`config.mk`:
```
export PLATFORM = sky130hd
export DESIGN_NAME = ovr_force_sched
export DESIGN_NICKNAME = d
export VERILOG_FILES = /design/src/rtl/ovr_pkg.sv /design/src/rtl/ovr_rr_arbiter.sv /design/src/rtl/ovr_force_sched.sv
export SDC_FILE = /design/constraint.sdc
export NUM_CORES = 1
export LEC_CHECK = 0
export CORE_MARGIN = 2
export CORE_UTILIZATION = 45
export CTS_CLUSTER_SIZE = 28
export DETAILED_ROUTE_END_ITERATION = 7
export PLACE_DENSITY = 0.91
export SYNTH_ARGS = -nofsm -noshare
export SYNTH_HDL_FRONTEND = slang
export SYNTH_HIERARCHICAL = 1
export SYNTH_SLANG_ARGS = --single-unit
```
`constraint.sdc`:
```
create_clock -name clk -period 4.1 [get_ports clk]
set_clock_uncertainty 0.05 [all_clocks]
set_input_delay 0.615 -clock clk [delete_from_list [all_inputs] [get_ports clk]]
set_output_delay 0.615 -clock clk [all_outputs]
set_load 0.02 [all_outputs]
```
`src/rtl/ovr_pkg.sv`:
```
// Shared types and constants for the override force scheduler.
package ovr_pkg;

    typedef enum logic [1:0] {
        IDLE    = 2'd0,
        FORCE   = 2'd1,
        RELEASE = 2'd2
    } ovr_state_e;

    localparam logic [15:0] CNT_SAT = 16'hFFFF;

    // Round-robin successor of idx among n requesters.
    function automatic int unsigned rr_next(input int unsigned idx, input int unsigned n);
        return (idx + 1 >= n) ? 0 : idx + 1;
    endfunction

endpackage

```
`src/rtl/ovr_rr_arbiter.sv`:
```
// Combinational round-robin pick: first set request at or after rr_ptr, wrapping.
module ovr_rr_arbiter #(
    parameter int unsigned NREQ = 4
) (
    input  logic [NREQ-1:0]         req_i,
    input  logic [$clog2(NREQ)-1:0] rr_ptr_i,
    output logic [NREQ-1:0]         pick_oh_o,
    output logic [$clog2(NREQ)-1:0] pick_idx_o,
    output logic                    pick_vld_o
);
    localparam int unsigned IDX_W = $clog2(NREQ);

    always_comb begin
        int unsigned j;
        pick_oh_o  = '0;
        pick_idx_o = '0;
        pick_vld_o = 1'b0;
        j          = 0;
        for (int unsigned i = 0; i < NREQ; i++) begin
            j = (32'(rr_ptr_i) + i) % NREQ;
            if (!pick_vld_o && req_i[j]) begin
                pick_vld_o   = 1'b1;
                pick_idx_o   = IDX_W'(j);
                pick_oh_o[j] = 1'b1;
            end
        end
    end

endmodule

```
`src/rtl/ovr_force_sched.sv`:
```
// Round-robin scheduler sharing one override path onto a 3-input AND net.
// Optional OVR_FORCE_CNT_EN adds a saturating force_cycles counter output.
module ovr_force_sched
    import ovr_pkg::*;
#(
    parameter int unsigned NREQ   = 4,
    parameter int unsigned W      = 1,
    parameter int unsigned HOLD_W = 8
) (
    input  logic                     clk,
    input  logic                     rst,
    input  logic [W-1:0]             func_a,
    input  logic [W-1:0]             func_b,
    input  logic [W-1:0]             func_c,
    input  logic [NREQ-1:0]          req,
    input  logic [NREQ*W-1:0]        req_val,
    input  logic [NREQ*HOLD_W-1:0]   req_hold,
    input  logic [NREQ-1:0]          rel_req,
    output logic [NREQ-1:0]          gnt,
    output logic                     done,
    output logic                     forced,
    output logic [$clog2(NREQ)-1:0]  owner,
`ifdef OVR_FORCE_CNT_EN
    output logic [15:0]              force_cycles,
`endif
    output logic [W-1:0]             out
);
    localparam int unsigned IDX_W = $clog2(NREQ);

    ovr_state_e        state_q,  state_d;
    logic [NREQ-1:0]   gnt_q,    gnt_d;
    logic              done_q,   done_d;
    logic              forced_q, forced_d;
    logic [IDX_W-1:0]  owner_q,  owner_d;
    logic [IDX_W-1:0]  rr_ptr_q, rr_ptr_d;
    logic [HOLD_W-1:0] cnt_q,    cnt_d;
    logic [W-1:0]      ovr_val_q, ovr_val_d;

    logic [NREQ-1:0]   arb_oh;
    logic [IDX_W-1:0]  arb_idx;
    logic              arb_vld;

    ovr_rr_arbiter #(
        .NREQ(NREQ)
    ) u_arb (
        .req_i      (req),
        .rr_ptr_i   (rr_ptr_q),
        .pick_oh_o  (arb_oh),
        .pick_idx_o (arb_idx),
        .pick_vld_o (arb_vld)
    );

    always_ff @(posedge clk) begin
        if (rst) begin
            state_q   <= IDLE;
            gnt_q     <= '0;
            done_q    <= 1'b0;
            forced_q  <= 1'b0;
            owner_q   <= '0;
            rr_ptr_q  <= '0;
            cnt_q     <= '0;
            ovr_val_q <= '0;
        end else begin
            state_q   <= state_d;
            gnt_q     <= gnt_d;
            done_q    <= done_d;
            forced_q  <= forced_d;
            owner_q   <= owner_d;
            rr_ptr_q  <= rr_ptr_d;
            cnt_q     <= cnt_d;
            ovr_val_q <= ovr_val_d;
        end
    end

    // forced_q tracks state==FORCE so the override mux needs no decode.
    always_comb begin
        int unsigned sel;
        state_d   = state_q;
        gnt_d     = '0;
        done_d    = 1'b0;
        forced_d  = forced_q;
        owner_d   = owner_q;
        rr_ptr_d  = rr_ptr_q;
        cnt_d     = cnt_q;
        ovr_val_d = ovr_val_q;
        sel       = 32'(arb_idx);
        case (state_q)
            IDLE: begin
                if (arb_vld) begin
                    owner_d   = arb_idx;
                    ovr_val_d = req_val[sel*W +: W];
                    cnt_d     = req_hold[sel*HOLD_W +: HOLD_W];
                    gnt_d     = arb_oh;
                    rr_ptr_d  = IDX_W'(rr_next(sel, NREQ));
                    forced_d  = 1'b1;
                    state_d   = FORCE;
                end
            end
            FORCE: begin
                if ((cnt_q == '0) || rel_req[owner_q]) begin
                    forced_d = 1'b0;
                    done_d   = 1'b1;
                    state_d  = RELEASE;
                end else begin
                    cnt_d = cnt_q - HOLD_W'(1);
                end
            end
            RELEASE: begin
                state_d = IDLE;
            end
            default: begin
                forced_d = 1'b0;
                state_d  = IDLE;
            end
        endcase
    end

`ifdef OVR_FORCE_CNT_EN
    logic [15:0] fc_q, fc_d;

    always_comb begin
        fc_d = fc_q;
        if (forced_q && (fc_q != CNT_SAT)) begin
            fc_d = fc_q + 16'd1;
        end
    end

    always_ff @(posedge clk) begin
        if (rst) begin
            fc_q <= '0;
        end else begin
            fc_q <= fc_d;
        end
    end

    assign force_cycles = fc_q;
`endif

    assign gnt    = gnt_q;
    assign done   = done_q;
    assign forced = forced_q;
    assign owner  = owner_q;
    assign out    = forced_q ? ovr_val_q : (func_a & func_b & func_c);

endmodule

```
### Yosys cells after proc, flatten, opt, wreduce, memory -nomap -nowiden

Index checks and enable logic that the tools add are counted.

* flip-flop bits (word level): 21
* input port bits: 49
* logic and storage cells: 101
* output and inout bits: 9

* bitwise logic cells: 9
* shifts and indexed selects: 2
* reduce and logical (&&, ||, !) cells: 20
* add/subtract/negate cells: 5
* order comparisons: 10
* equality and inequality tests: 5
* mux-type cells: 42

Operators with widths (number)
* 32-bit by 6-bit indexed part select with 8-bit output: 1
* 1-bit two-way mux: 17
* 4-bit two-way mux: 4
* 8-bit two-way mux: 2
* 8-bit case mux with 2 select lines: 1
* 2-bit by 3-bit less-than comparator with 1-bit output (second input constant): 5
* 2-bit two-way mux: 7
* 4-bit bitwise OR: 3
* 1-bit binary-select mux with 2-bit select: 5
* 1-bit demux with 2-bit select: 4
* 2-bit by 1-bit greater-or-equal comparator with 1-bit output (second input constant): 4
* 8-bit zero test: 1
* 8-bit by 1-bit subtractor with 8-bit output (second input constant): 1
* 1-bit logical AND: 7
* 2-bit != test (second input constant): 3
* 3-bit AND reduction: 2
* 2-bit adder (second input constant): 2
* 1-bit NOT: 4
* 2-bit case mux with 2 select lines: 1
* 2-bit AND reduction: 2
* 4-bit by 3-bit indexed part select with 1-bit output: 1
* 2-bit by 1-bit adder with 3-bit output (second input constant): 1
* 3-bit greater-or-equal comparator (second input constant): 1
* 1-bit zero test: 3
* other kinds (10): 11

### Logic depth before layout (Yosys ltp)

* depth in word-level cells: 15
* depth in mapped cells: 13
* gate-level depth less buffers: 10

### Hierarchy

Netlist, hierarchy kept.

Modules (own cells, without submodules)
* ovr_force_sched: cells an instance 128, area each 1246.2 um2, instances 1
* ovr_rr_arbiter: cells an instance 45, area each 419.2 um2, instances 1

### Worst setup path after synthesis

Ideal clock, no wire load.

* path type: register -> register
* from: register rr_ptr_q[0]
* to: register cnt_q[3]
* data required time: 3.918 ns
* path buffers: 3
* stages on the path, launching flop included: 14
* arrival time: 2.981 ns
* slack: 0.936 ns
* cell sequence: dfxtp_1 > buf_6 > inv_1 > ha_1 > mux4_2 > buf_6 > and2b_2 > o21ai_0 > o31ai_1 > buf_2 > mux4_2 > and2_1 > o22ai_1 > a21oi_1

* word-level cells in the longest chain between the ends: 15

RTL lines
* from (decl): RTL line ovr_force_sched.sv:35 `logic [IDX_W-1:0] rr_ptr_q, rr_ptr_d;`
* from (signal assigned): RTL line ovr_force_sched.sv:69 `rr_ptr_q <= rr_ptr_d;`
* parallel branches: the longest is 11 deep, another holds 2-bit by 1-bit adder with 2-bit output
* 2-bit two-way mux *: RTL line ovr_rr_arbiter.sv:21 `if (!pick_vld_o && req_i[j]) begin`
* via arb_idx[0]: RTL line ovr_force_sched.sv:40 `logic [IDX_W-1:0] arb_idx;`
* 32-bit by 6-bit indexed part select with 8-bit output *: RTL line ovr_force_sched.sv:92 `cnt_d = req_hold[sel*HOLD_W +: HOLD_W];`
* 8-bit two-way mux *: RTL line ovr_force_sched.sv:89 `if (arb_vld) begin`
* 8-bit case mux with 2 select lines *: RTL line ovr_force_sched.sv:87 `case (state_q)`
* to (signal assigned): RTL line ovr_force_sched.sv:70 `cnt_q <= cnt_d;`
* to (decl): RTL line ovr_force_sched.sv:36 `logic [HOLD_W-1:0] cnt_q, cnt_d;`

Mark *: on every way through the listed nets, which the timed path passes. The select of a mux whose other input is x is not followed.
A chain may end at the register's enable or synchronous reset.

### Worst setup path in the final report

* from: input req[3]
* to: register cnt_q[7]

* word-level cells in the longest chain between the ends: 15

RTL lines
* from (decl): RTL line ovr_force_sched.sv:15 `input logic [NREQ-1:0] req,`
* 1-bit binary-select mux with 2-bit select: RTL line ovr_rr_arbiter.sv:21
* 1-bit two-way mux (implied by the code): RTL line ovr_rr_arbiter.sv:21
* 1-bit two-way mux: RTL line ovr_rr_arbiter.sv:21
* 1-bit zero test: RTL line ovr_rr_arbiter.sv:21
* 1-bit logical AND: RTL line ovr_rr_arbiter.sv:21
* 1-bit two-way mux: RTL line ovr_rr_arbiter.sv:21
* 1-bit zero test: RTL line ovr_rr_arbiter.sv:21
* 1-bit logical AND: RTL line ovr_rr_arbiter.sv:21
* 1-bit two-way mux: RTL line ovr_rr_arbiter.sv:21
* 1-bit zero test: RTL line ovr_rr_arbiter.sv:21
* 1-bit logical AND: RTL line ovr_rr_arbiter.sv:21
* 2-bit two-way mux *: RTL line ovr_rr_arbiter.sv:21
* via arb_idx[0]: RTL line ovr_force_sched.sv:40
* 32-bit by 6-bit indexed part select with 8-bit output *: RTL line ovr_force_sched.sv:92
* 8-bit two-way mux *: RTL line ovr_force_sched.sv:89
* 8-bit case mux with 2 select lines *: RTL line ovr_force_sched.sv:87

The timed path passes the listed nets; every way through them passes the cells marked *. The select of a mux whose other input is x is not followed.

==> results.yml <==
hold_path:
  whs_path_depth: 2
  hold_path_class: "flop to flop"
  min_from: "ovr_val_q"
  worstHoldEndpoint: "ovr_val_q"
sta:
  max_freq_ghz: 0.279
  slew_viol_final: 0
  finalCritPeriodShare_pct: 87.6
  finalHoldViolations: 0
  setup_tns_ps: 0
  rsz0062_at_grt: "no"
  worst_pin_slew_ps: 1080
  whs_ps: 409
  finalCriticalPeriod_ps: 3590
  relSlewSlack_pct: 27.7
  setup_viol: 0
clocking:
  cts_inserted_buffers: 3
  cts_setup_buffers: 0
  clk_pin_slew_ps: 80
  cts.htree.levels: 1
  clock-sinks: 21
  cts_resized: 0
  cts_tree: "built"
  cts.hold.buffers_added: 0
  clock_latency_ps: 260
  cts_buffer_depth: 2
  root_buffer: "clkbuf_8"
critical_path:
  crit_chain: "clkdlybuf4s50_1 > mux4_1 > inv_1 > a21oi_1 > o31ai_2 > buf_4 > mux4_2 > a21oi_1 > o32ai_1"
  cp_slowest_cell: "o31ai_2"
  cp_data_arrival_time_ps: 3670
  reg2reg_depth: 9
  worst-path-max-fanout: 11
  critical_path_buf_inv_count: 3
  start_kind: "input port"
  crit-reg2reg-capture: "cnt_q[7]"
  required_ps: 4180
  critPathKind: "input port to flop"
  r2r_start: "rr_ptr_q[1]"
  crit_path_max_incr_delay_ps: 860
  worst_setup_path_end_kind: "flop"
  regToRegSetupSlack_ps: 540
  crit_top_cell: "a21oi_1"
  critPathTopFamily: "compound AO/OA/AOI/OAI gates"
floorplan:
  fp.dieH_um: 64.8
  rows: 22
  dieArea_um2: 4200
  start_util_pct: 46.2
  core_area_um2: 3610
  die_x_um: 64.8
  io_pins: 58
yosys:
  yosysTopAreaCell: "dfxtp_1"
  synth-xor-area-share_pct: 0
  synth_nets: 230
  syn_area_um2: 1670
  syn_area_per_cell_um2: 9.63
  synthMuxAreaShare_pct: 21.3
  synth_fa_ha_area_share_pct: 6.01
  ys_warn_count: 6
  syn-instance-count: 173
  synth_compound_area_share_pct: 22.8
  synth_top_cell_area_share_pct: 25.2
  synth.area.top_cells: "dfxtp_1, mux4_2, ha_1"
  synth_top_family_by_area: "compound AO/OA/AOI/OAI gates"
  synth_cell_type_count: 47
  synth_edf_count: 0
  ys_ff_latch: 21
  async_flop_share_pct: 0
  seq_area_frac_synth_pct: 25.2
  ys.flop_type: "dfxtp_1"
  synth_simple_gate_area_share_pct: 18.6
job:
  cap_violations: 0
pwr:
  total_power_w: 0.00150
  powerDensity_nw_per_um2: 652
  leakagePower_nw: 0.836
  ir_worst_vdd_mv: 0.348
layout:
  area_growth_pct: 38.3
  drive_above_1_share_pct: 14.2
  utilization_pct: 63.9
  num-fill-cells: 285
  final_common_cell: "clkdlybuf4s50_1"
  antenna_cells: 0
  nets: 284
  final_cell_mix: "clkdlybuf4s50_1, dfxtp_1, nand2_1"
detailed_routing:
  via_count: 1648
  ant_nets: 0
  via_per_inst: 6.01
  drt-total-wl_um: 4100
  drt_iter0_drc: 85
  wl_per_cell_um: 14.9
  drc: 0
  drtPass1Iterations: 4
grt:
  grt_use_total_pct: 21.6
  grt_overflow: 0
  grt_pass1_vias: 1613
  grt_first_pass_wirelength_um: 7190
  antenna_found_initial: 0
  grt_max_degree: 19
placed_design:
  numPortBuffers: 57
  gp_congestion: 0.867
  hpwl_um: 3140
status:
  outcome: "finished, final reports clean"
## stage by stage
stage               worst slack, ps  cells  cell area, µm²
global placement                243    270            2260
CTS                             440    274            2300
finish                          509    274            2300
global route                    187    274            2300
floorplan                       936    173            1670
detailed placement              163    270            2260
## state kept, by name, indices dropped and copies added (netlist names)
register	count
cnt_q	8
rr_ptr_q	2
owner	2
forced	1
ovr_val_q	1
state_q	2
gnt	4
done	1
## where the power goes
part	internal, W	switching (W)	leakage (nW)	total (W)
Clock	0.0000677	0.0000700	0.0255	0.000138
Combinational	0.000498	0.000530	0.638	0.00103
Sequential	0.000275	0.0000598	0.173	0.000335
## worst min-delay path, cell delays in order (launching register included)
cell	delay, ps
dfxtp_1	320
nand2_1	50
a21oi_1	50
## cell families (layout without fill, tap and decap cells)
kind of cell	after synthesis	in the layout
AOI/OAI and AO/OA	54	54
and+or+nand+nor	54	54
DFF	21	21
buffers and inverters	19	72
muxes	17	17
adders and majority gates	8	8
## per-layer routing
metal	vias to the layer above	global-route usage, %	share of wire, %
met2	79	37.5	49
met4	0	6.65	1.0
met1	774	28.5	44
li1	789	-	-
met5	-	0	0
met3	6	1.91	6.7
## worst max-delay path by stage
stage               endpoint  cells after the start   startpoint
global placement    cnt_q[7]                      9       req[0]
finish              cnt_q[7]                      9       req[3]
global route        cnt_q[7]                      9  rr_ptr_q[1]
CTS                 cnt_q[7]                      9       req[2]
detailed placement  cnt_q[7]                      9       req[2]
floorplan           cnt_q[3]                     13  rr_ptr_q[0]
## cell type report
cell class	instances	area [µm²]	area share (%)
clock buffer	3	41.3	1.79
clock inverter	1	5.00	0.217
timing repair buffer	61	601	26.1
inverter	7	26.3	1.14
multi-input combinational	133	1150	49.9
tap	48	60.1	2.61
sequential	21	420	18.3
## Yosys cell counts, types with 2 or more instances
cell type	n
nor3b_1	3
o211ai_1	2
and3_1	6
dfxtp_1	21
nor2_1	8
mux2_2	2
o21ai_0	7
o32ai_1	3
mux4_1	2
or3_1	2
clkbuf_1	6
buf_2	2
a31o_1	2
nor3_1	4
a221oi_1	3
a21oi_1	15
o22ai_1	3
mux4_2	12
ha_1	8
buf_6	3
o311ai_0	2
inv_1	7
and2_1	2
a22oi_1	9
nand2_1	17
Note: power is estimated with default switching activity, not from simulation.
